===== config.mk =====
export PLATFORM = sky130hd
export DESIGN_NAME = pll_rst_ctrl
export DESIGN_NICKNAME = d
export VERILOG_FILES = /design/src/rtl/pll_rst_ctrl.sv
export SDC_FILE = /design/constraint.sdc
export NUM_CORES = 1
export LEC_CHECK = 0
export ABC_CLOCK_PERIOD_IN_PS = 4300
export BUFFER_PORTS_ARGS = -buffer_cell sky130_fd_sc_hd__buf_4
export CORE_MARGIN = 2
export CORE_UTILIZATION = 60
export DETAILED_ROUTE_END_ITERATION = 7
export GPL_ROUTABILITY_DRIVEN = 0
export HOLD_SLACK_MARGIN = 0.08
export PLACE_DENSITY_LB_ADDON = 0.25
export SKIP_LAST_GASP = 1
export SLEW_MARGIN = 20
export SYNTH_ARGS = -nofsm -noshare
export SYNTH_HDL_FRONTEND = slang
export SYNTH_SLANG_ARGS = --single-unit

===== constraint.sdc =====
create_clock -name clk -period 4.3 [get_ports clk]
set_clock_uncertainty 0.2 [all_clocks]
set_input_delay 0.215 -clock clk [delete_from_list [all_inputs] [get_ports clk]]
set_output_delay 0.215 -clock clk [all_outputs]
set_load 0.1 [all_outputs]

===== src/rtl/pll_rst_ctrl.sv =====
// ECP5 EHXPLLL bring-up sequencer on the 48 MHz reference clock: pulses PLL RST,
// waits for lock with timeout and retry, debounces lock, then releases core reset.
module pll_rst_ctrl #(
  parameter int RST_CYCLES    = 16,
  parameter int LOCK_TIMEOUT  = 4800,
  parameter int STABLE_CYCLES = 256,
  parameter int MAX_RETRIES   = 3
) (
  input  logic       clk,
  input  logic       rst,
  input  logic       pll_locked,
  input  logic       restart,
  output logic       pll_rst,
  output logic       core_rst,
  output logic       ready,
  output logic       fail,
  output logic [7:0] lock_losses,
  output logic [2:0] state_dbg
);

  localparam int CMAX_A = (RST_CYCLES > LOCK_TIMEOUT) ? RST_CYCLES : LOCK_TIMEOUT;
  localparam int CMAX   = (CMAX_A > STABLE_CYCLES) ? CMAX_A : STABLE_CYCLES;
  localparam int CW     = (CMAX > 1) ? $clog2(CMAX) : 1;
  localparam int RW     = $clog2(MAX_RETRIES + 1);

  typedef enum logic [2:0] {
    S_PLL_RST   = 3'd0,
    S_WAIT_LOCK = 3'd1,
    S_STABLE    = 3'd2,
    S_RUN       = 3'd3,
    S_FAIL      = 3'd4
  } state_t;

  state_t        state, state_n;
  logic [CW-1:0] cnt, cnt_n;
  logic [RW-1:0] rtr, rtr_n;
  logic [7:0]    ll_n;
  logic          sync1, lock_s;

  // pll_locked comes from the PLL's own clocking and is asynchronous to clk.
  always_ff @(posedge clk) begin
    if (rst) begin
      sync1  <= 1'b0;
      lock_s <= 1'b0;
    end else begin
      sync1  <= pll_locked;
      lock_s <= sync1;
    end
  end

  always_ff @(posedge clk) begin
    if (rst) begin
      state       <= S_PLL_RST;
      cnt         <= '0;
      rtr         <= '0;
      lock_losses <= 8'd0;
    end else begin
      state       <= state_n;
      cnt         <= cnt_n;
      rtr         <= rtr_n;
      lock_losses <= ll_n;
    end
  end

  // restart is a bare single-cycle request with no handshake; it overrides every
  // state. cnt is cleared on every state change and free-runs otherwise.
  always_comb begin
    state_n = state;
    cnt_n   = cnt + CW'(1);
    rtr_n   = rtr;
    ll_n    = lock_losses;
    if (restart) begin
      state_n = S_PLL_RST;
      cnt_n   = '0;
      rtr_n   = '0;
    end else begin
      case (state)
        S_PLL_RST: begin
          if (cnt == CW'(RST_CYCLES - 1)) begin
            state_n = S_WAIT_LOCK;
            cnt_n   = '0;
          end
        end
        S_WAIT_LOCK: begin
          if (lock_s) begin
            state_n = S_STABLE;
            cnt_n   = '0;
          end else if (cnt == CW'(LOCK_TIMEOUT - 1)) begin
            rtr_n   = rtr + RW'(1);
            cnt_n   = '0;
            state_n = ((rtr + RW'(1)) == RW'(MAX_RETRIES)) ? S_FAIL : S_PLL_RST;
          end
        end
        S_STABLE: begin
          if (!lock_s) begin
            state_n = S_WAIT_LOCK;
            cnt_n   = '0;
          end else if (cnt == CW'(STABLE_CYCLES - 1)) begin
            state_n = S_RUN;
            cnt_n   = '0;
            rtr_n   = '0;
          end
        end
        S_RUN: begin
          if (!lock_s) begin
            state_n = S_PLL_RST;
            cnt_n   = '0;
            if (lock_losses != 8'hFF) ll_n = lock_losses + 8'd1;
          end
        end
        S_FAIL: begin
          state_n = S_FAIL;
        end
        default: begin
          state_n = S_PLL_RST;
          cnt_n   = '0;
          rtr_n   = '0;
        end
      endcase
    end
  end

  // Moore outputs: core_rst is high whenever pll_rst is, since RUN drives neither.
  assign pll_rst   = (state == S_PLL_RST) || (state == S_FAIL);
  assign core_rst  = (state != S_RUN);
  assign ready     = (state == S_RUN);
  assign fail      = (state == S_FAIL);
  assign state_dbg = state;

endmodule


==> flow_metrics.tcl <==
set metrics [dict create \
    status "finished, final reports clean" \
    netlist_instances 170 \
    reg2reg_slack_ps 2000 \
    n_antenna_cell 0 \
    cts_tree "built" \
    critPathArrivalTime_ps 2310 \
    async_flop_share_pct 0 \
    startpoint_type "flop" \
    die_area_um2 2850 \
    clockBufferDepth 2 \
    post_layout_nonfiller_instances 217 \
    finalHoldViolations 0 \
    cts_buffers 3 \
    final_common_cell "dfxtp_1" \
    start_util_pct 65.0 \
    ir_drop_uv 174 \
    crit_fanout 13 \
    gr-usage-all-layers_pct 25.0 \
    wl_per_cell_um 14.3 \
    synth-edff-count 0 \
    setup_viol 0 \
    max_freq_ghz 0.435 \
    place_inst 209 \
    maxCapViolCount 0 \
    yosys.cell_types.count 45 \
    power_leakage_nw 0.639 \
    min_from "rtr[0]$_SDFFE_PP0P_" \
    startpoint "cnt[0]$_SDFF_PP0_" \
    cts.sinks 28 \
    grt_max_degree 17 \
    final.setup.tns_ps 0 \
    syn_area_um2 1470 \
    syn-num-nets 177 \
    layout_common_cells "28 x dfxtp_1, 18 x buf_4, 14 x nor2_1, 14 x nand2_1, 14 x nor3_1" \
    port_buffers 18 \
    required_ps 4320 \
    die_height_um 53.4 \
    drive_above_1_share_pct 16.4 \
    relSlewSlack_pct 61.8 \
    hp-class "reg2reg" \
    area_growth_syn_to_layout_pct 15.1 \
    worst_setup_path_end_kind "flop" \
    insertion_delay_ps 340 \
    ys_warn_count 0 \
    synth_ff_type "dfxtp_1" \
    grt_pass1_wl_um 5200 \
    core_um2 2250 \
    routed_wl_um 3100 \
    cts_root_buf "clkbuf_4" \
    period_share_pct 53.4 \
    ys_ff_latch 28 \
    r2r_cells 5 \
    gr-total-overflow 0 \
    io_pins 19 \
    antenna_found_initial 0 \
    slew_violations 0 \
    min_period_ps 2300 \
    drc_errors 0 \
    initialDrtViolationCount 25 \
    pwr_density_cell_nw_per_um2 270 \
    firstDrtPassIters 4 \
    core.rowCount 17 \
    drt-vias-per-instance 6.06 \
    post_cts_buffers 0 \
    worstSetupPathType "reg2reg" \
    syn_avg_cell_area_um2 8.62 \
    worstReg2RegStart "cnt[0]$_SDFF_PP0_" \
    htree_levels 1 \
    grt_pass1_vias 1159 \
    num-nets-final 197 \
    ant_nets 0 \
    cts-hold-fix-buffers 4 \
    vias 1314 \
    rsz0062_at_grt "no" \
    cts_resized 0 \
    hpwl_um 2100 \
    endpoint "cnt[6]$_SDFF_PP0_" \
    worst_slew_pin_slew_ps 571 \
    path_clk_slew_ps 160 \
    r2r-end "cnt[6]$_SDFF_PP0_" \
    synth-seq-area-share_pct 38.3 \
    die_w_um 53.4 \
]
## synth_stat cells, types with 2 or more instances
master / instances / area share [%]
nor3b_1: 3 / 1.5
o211a_1: 2 / 1.4
nor2_1: 14 / 3.6
nor4_1: 4 / 1.7
o41ai_1: 2 / 1.2
mux2i_1: 4 / 2.7
clkbuf_1: 2 / 0.51
ha_1: 3 / 2.6
nand3_1: 11 / 3.8
dfxtp_1: 28 / 38
a21oi_1: 4 / 1.4
nand4_1: 5 / 2.1
xor2_1: 8 / 4.8
inv_1: 6 / 1.5
nor3_1: 14 / 4.8
o221a_2: 2 / 1.5
or4_1: 3 / 1.5
o21ai_0: 3 / 1.0
buf_2: 2 / 0.68
or2_2: 2 / 0.85
nor2b_1: 2 / 0.85
xnor2_1: 6 / 3.6
or3_1: 3 / 1.3
nand2_1: 14 / 3.6
and3_1: 3 / 1.3
## flip-flops by register name, summed over array words and instances (netlist names)
signal       flops
cnt             13
lock_losses      8
state_dbg        3
rtr              2
lock_s           1
sync1            1
## worst min-delay path by stage
stage	cells after the start	endpoint
final	2	rtr[0]$_SDFFE_PP0P_
after global routing	1	lock_s$_SDFF_PP0_
after CTS	2	rtr[0]$_SDFFE_PP0P_
after detailed placement	2	sync1$_SDFF_PP0_
after global placement	1	lock_s$_SDFF_PP0_
after floorplan	1	sync1$_SDFF_PP0_
## critical path, stage by stage, from the launching register on
cell      delay [ps]
dfxtp_1          400
ha_1             220
nand4b_1         160
or4_1            570
o211ai_2         490
nor3_1           140
## per-stage QoR
step	total power [W]	setup slack (ps)	cell area, µm²	util [%]	hold WS [ps]
3_5_place_dp	0.000281	2030	1590	70.7	234
3_3_place_gp	0.000280	2130	1590	70.7	220
4_1_cts	0.000457	2000	1690	74.8	277
6_report	0.000455	2000	1690	74.8	274
5_1_grt	0.000468	1890	1690	74.8	301
2_1_floorplan	0.000277	281	1470	-	143
## layout make-up
type	count	area, µm²
timing repair buffer	22	175
clock inverter	1	30.0
sequential	28	561
inverter	6	22.5
fill	169	568
tap	28	35.0
clock buffer	3	22.5
multi-input combinational	129	841
## logic make-up (layout without fill, tap and decap cells)
| kind of cell | Yosys count | in the layout | share of synthesized area, % |
|---|---|---|---|
| multiplexers | 4 | 4 | 2.73 |
| AND/OR/NAND/NOR | 87 | 87 | 32.8 |
| AO/OA/AOI/OAI | 21 | 21 | 10.9 |
| flip-flops | 28 | 28 | 38.3 |
| XOR/XNOR | 14 | 14 | 8.37 |
| adder cells (fa/ha/maj) | 3 | 3 | 2.56 |
| buffers and inverters | 13 | 32 | 4.36 |
## routing by layer
metal	part of all wire, %	track usage, %	vias up
met3	4.1	2.82	5
li1	-	-	662
met4	1.4	9.83	0
met5	0	0	-
met1	46	32.2	617
met2	49	42.0	30
## where the power goes
part / switching, W / total, W / internal [W]
logic: 0.00000859 / 0.0000160 / 0.00000745
registers: 0.00000167 / 0.000263 / 0.000261
clock network: 0.0000819 / 0.000176 / 0.0000944
Power figures use the tool's default switching activity.
